[src/rtl/adc_distance_lut.sv]
// Diagonal IR-sensor ADC sample to distance (cm): 33-entry breakpoint ROM with
// linear interpolation, two-stage pipeline, one sample accepted per cycle.
module adc_distance_lut (
  input  logic        clk,
  input  logic        reset,
  input  logic [15:0] adc_data_diag,
  output logic [6:0]  distance_diag
);

  localparam int unsigned IN_W   = 16;
  localparam int unsigned OUT_W  = 7;
  localparam int unsigned FRAC_W = 10;
  localparam int unsigned IDX_W  = IN_W - 1 - FRAC_W;
  localparam int unsigned PROD_W = OUT_W + FRAC_W;

  logic [IDX_W-1:0]  seg_q;
  logic [FRAC_W-1:0] frac_q;
  logic [IDX_W:0]    seg_next;
  logic [OUT_W-1:0]  d_lo;
  logic [OUT_W-1:0]  d_hi;
  logic [OUT_W-1:0]  delta;
  logic [PROD_W-1:0] prod;
  logic [OUT_W-1:0]  step;
  logic [OUT_W-1:0]  dist_c;

  // Breakpoints D[k] = min(127, floor(1600/(k+1))), monotonically non-increasing
  function automatic logic [OUT_W-1:0] dist_rom(input logic [IDX_W:0] k);
    logic [OUT_W-1:0] d;
    case (k)
      6'd0, 6'd1, 6'd2, 6'd3, 6'd4, 6'd5,
      6'd6, 6'd7, 6'd8, 6'd9, 6'd10, 6'd11: d = 7'd127;
      6'd12: d = 7'd123;
      6'd13: d = 7'd114;
      6'd14: d = 7'd106;
      6'd15: d = 7'd100;
      6'd16: d = 7'd94;
      6'd17: d = 7'd88;
      6'd18: d = 7'd84;
      6'd19: d = 7'd80;
      6'd20: d = 7'd76;
      6'd21: d = 7'd72;
      6'd22: d = 7'd69;
      6'd23: d = 7'd66;
      6'd24: d = 7'd64;
      6'd25: d = 7'd61;
      6'd26: d = 7'd59;
      6'd27: d = 7'd57;
      6'd28: d = 7'd55;
      6'd29: d = 7'd53;
      6'd30: d = 7'd51;
      6'd31: d = 7'd50;
      default: d = 7'd48;
    endcase
    return d;
  endfunction

  // Interpolate between D[i] and D[i+1]; truncation keeps the result >= D[i+1]
  always_comb begin
    seg_next = {1'b0, seg_q} + (IDX_W+1)'(1);
    d_lo     = dist_rom({1'b0, seg_q});
    d_hi     = dist_rom(seg_next);
    delta    = d_lo - d_hi;
    prod     = PROD_W'(delta) * PROD_W'(frac_q);
    step     = OUT_W'(prod >> FRAC_W);
    dist_c   = d_lo - step;
  end

  // Negative samples clamp to zero before splitting into segment and fraction
  always_ff @(posedge clk) begin
    if (!reset) begin
      seg_q         <= '0;
      frac_q        <= '0;
      distance_diag <= '0;
    end else begin
      if (adc_data_diag[IN_W-1]) begin
        seg_q  <= '0;
        frac_q <= '0;
      end else begin
        seg_q  <= adc_data_diag[IN_W-2:FRAC_W];
        frac_q <= adc_data_diag[FRAC_W-1:0];
      end
      distance_diag <= dist_c;
    end
  end

endmodule

[config.mk]
export PLATFORM = sky130hd
export DESIGN_NAME = adc_distance_lut
export DESIGN_NICKNAME = d
export VERILOG_FILES = /design/src/rtl/adc_distance_lut.sv
export SDC_FILE = /design/constraint.sdc
export NUM_CORES = 1
export LEC_CHECK = 0
export CAP_MARGIN = 20
export CELL_PAD_IN_SITES_DETAIL_PLACEMENT = 1
export CELL_PAD_IN_SITES_GLOBAL_PLACEMENT = 1
export CORE_UTILIZATION = 45
export DETAILED_ROUTE_END_ITERATION = 6
export PLACE_DENSITY_LB_ADDON = 0.25
export SYNTH_ARGS = -nofsm -noshare
export SYNTH_HDL_FRONTEND = slang
export SYNTH_SLANG_ARGS = --single-unit
export TNS_END_PERCENT = 100
[constraint.sdc]
create_clock -name clk -period 11 [get_ports clk]
set_clock_uncertainty 0.15 [all_clocks]
set_input_delay 2.2 -clock clk [delete_from_list [all_inputs] [get_ports clk]]
set_output_delay 2.2 -clock clk [all_outputs]
set_load 0.02 [all_outputs]
==> impl_metrics.env <==
export IMPL_avgSynthCellArea_um2=8.67
export IMPL_grt_usage=0.232
export IMPL_clockBufferDepth=2
export IMPL_crit_type="reg -> reg"
export IMPL_slowest_delay_ns=0.55
export IMPL_p_seq_frac=0.300
export IMPL_antenna_found_initial=0
export IMPL_path_clk_slew_ns=0.07
export IMPL_yosysTopAreaCell="fa_1"
export IMPL_grt_pass1_wl_um=17700
export IMPL_cts_sinks=29
export IMPL_rsz0062_at_grt="false"
export IMPL_final_cell_area_mm2=0.00446
export IMPL_die_area_mm2=0.00934
export IMPL_cp_data_required_time_ns=11.03
export IMPL_synth_seq_cells=29
export IMPL_via_count=3172
export IMPL_synthToLayoutAreaGrowth_pct=10.6
export IMPL_fin_crit_sh=0.818
export IMPL_ys_flop_type="dfxtp_1"
export IMPL_drive_above_1_share=0.0494
export IMPL_vias_per_cell=5.34
export IMPL_peakVddDrop_uv=79.9
export IMPL_hold_buffers=0
export IMPL_cp_end_kind="flip-flop"
export IMPL_synth_async_reset_ratio=0
export IMPL_ctsRootBufferMaster="clkbuf_8"
export IMPL_p_int_w=0.000245
export IMPL_die_w_um=96.7
export IMPL_cts_resized=0
export IMPL_maxCapViolations=0
export IMPL_p_sw_frac=0.399
export IMPL_clk_latency_ns=0.29
export IMPL_wl_per_cell_um=16.5
export IMPL_synthesis_nets=577
export IMPL_hold_viol=0
export IMPL_finalSetupViolCount=0
export IMPL_synth_cell_types=55
export IMPL_p_per_area_mw_per_mm2=91.5
export IMPL_cp_max_fo=10
export IMPL_dr_first_iter_drc_count=99
export IMPL_power_frac_clock=0.234
export IMPL_coreArea_mm2=0.00868
export IMPL_final_min_clock_period_ns=9.00
export IMPL_worst_path_most_repeated_cell="fa_1"
export IMPL_numCtsBuffers=5
export IMPL_dr_pass1_iters=4
export IMPL_rows=34
export IMPL_drtAntennaViolNets=0
export IMPL_cp_start_kind="flip-flop"
export IMPL_io_pins=25
export IMPL_syn_inst=465
export IMPL_grt_max_degree=23
export IMPL_totalWireLength_um=9830
export IMPL_start_util=0.465
export IMPL_synth_top_cell_area_share=0.199
export IMPL_worstMarginPinSlew_ns=1.03
export IMPL_final_setup_worst_slack_ns=2.00
export IMPL_ys_warnings_count=0
export IMPL_grt_pass1_vias=3649
export IMPL_worstPathArrival_ns=9.03
export IMPL_placed_area_mm2=0.00436
export IMPL_diodes=0
export IMPL_worstHoldPathType="reg -> reg"
export IMPL_dp_hpwl_um=7840
export IMPL_cts_tree="yes"
export IMPL_yosys_top_cells_area="fa_1 (20%), ha_1 (17%), dfxtp_1 (14%), inv_1 (6.4%), and2_1 (5.9%)"
export IMPL_power_switching_w=0.000163
export IMPL_port_buffer_count=24
export IMPL_grt_remaining_overflow=0
export IMPL_cts_htree_levels=2
export IMPL_combPwrFrac=0.465
export IMPL_post_cts_buffers=0
export IMPL_status="completed"
export IMPL_nets=597
export IMPL_maxSlewViolCount=0
export IMPL_synth_most_common_cell="inv_1"
export IMPL_fmax_mhz=111
export IMPL_synth_yosys_seq_area_share=0.144
export IMPL_place_congestion=0.858
export IMPL_synthTopCellsByCount="inv_1 (69), nand2_1 (59), ha_1 (54)"
export IMPL_fin_tns_setup_ns=0
export IMPL_synth_area_mm2=0.00403
export IMPL_cp_slowest_cell="fa_1"
export IMPL_die_h_um=96.7
export IMPL_whs_ns=0.488
export IMPL_drc=0
export IMPL_pre_cts_slack_ns=2.09
export IMPL_slew_headroom=0.311
export IMPL_leakagePower_nw=2.10
export IMPL_synth_edff_count=0
-- routing by layer --
layer  part of all wire  vias up  track usage
met5                  0        -            0
met4              0.019        0       0.0528
met3              0.018       15       0.0267
met2               0.51       45        0.421
met1               0.45     1559        0.294
li1                   -     1553            -
-- cell usage in the layout (no fill, tap or decap), drive strengths merged, types with 8 or more instances in the layout --
cell type,n
inv,70
nand2,59
ha,54
fa,40
and2,40
dfxtp,29
clkdlybuf4s50,24
nand2b,19
a21oi,19
o21ai,12
nand3,12
xor2,10
a21o,9
xnor2,9
nor2,8
-- per-stage QoR --
| stage | total power (W) | util | std cells |
|---|---|---|---|
| after global routing | 0.000443 | 0.514 | 594 |
| after detailed placement | 0.000314 | 0.502 | 585 |
| after CTS | 0.000412 | 0.513 | 593 |
| after global placement | 0.000306 | 0.502 | 585 |
| final | 0.000408 | 0.514 | 594 |
| after floorplan | 0.000254 | - | 465 |
-- worst max-delay path: cells and delay by family, from the launching register on --
kind | cells | cell delay (ns)
fa+ha+maj | 11 | 4.30
compound gates | 9 | 1.98
xor+xnor | 4 | 0.85
simple gates | 7 | 0.78
flops | 1 | 0.49
buf+inv | 6 | 0.34
-- logic make-up (layout without fill, tap and decap cells) --
| family | count (synthesis) | in the layout | synth area share |
|---|---|---|---|
| multiplexers | 12 | 12 | 0.0313 |
| XOR/XNOR | 19 | 19 | 0.0524 |
| adder cells (fa/ha/maj) | 94 | 94 | 0.366 |
| AO/OA/AOI/OAI | 67 | 67 | 0.116 |
| buffers and inverters | 84 | 105 | 0.0819 |
| AND/OR/NAND/NOR | 160 | 160 | 0.209 |
| flip-flops | 29 | 29 | 0.144 |
-- final timing paths --
check,slack [ns],cells after the start,from,end
setup / recovery,2.00,37,seg_q[0]$_SDFF_PP0_,distance_diag[6]$_SDFF_PN0_
hold / removal,0.49,3,d_lo[0]$_DFF_P_,distance_diag[0]$_SDFF_PN0_
setup reg to reg,2.00,37,seg_q[0]$_SDFF_PP0_,distance_diag[6]$_SDFF_PN0_
hold reg to reg,0.49,3,d_lo[0]$_DFF_P_,distance_diag[0]$_SDFF_PN0_
-- power by group through the flow --
stage	combinational, W	clock, W	sequential, W
finish	0.000190	0.0000956	0.000122
global route	0.000215	0.000104	0.000123
CTS	0.000192	0.0000975	0.000123
detailed placement	0.000189	0	0.000125
global placement	0.000182	0	0.000124
floorplan	0.000125	0	0.000129
-- cell type report --
cell class | count | area (um2)
fill | 1063 | 4220
multi-input combinational | 352 | 3120
sequential | 29 | 581
timing repair buffer | 27 | 263
inverter | 70 | 263
tap | 108 | 135
clock buffer | 6 | 82.6
clock inverter | 2 | 13.8
-- sequential cells by signal, indices dropped and copies added, names as in the netlist --
| name | count |
|---|---|
| seg_q | 5 |
| d_lo | 7 |
| frac_q | 10 |
| distance_diag | 7 |
Power figures use the tool's default switching activity.
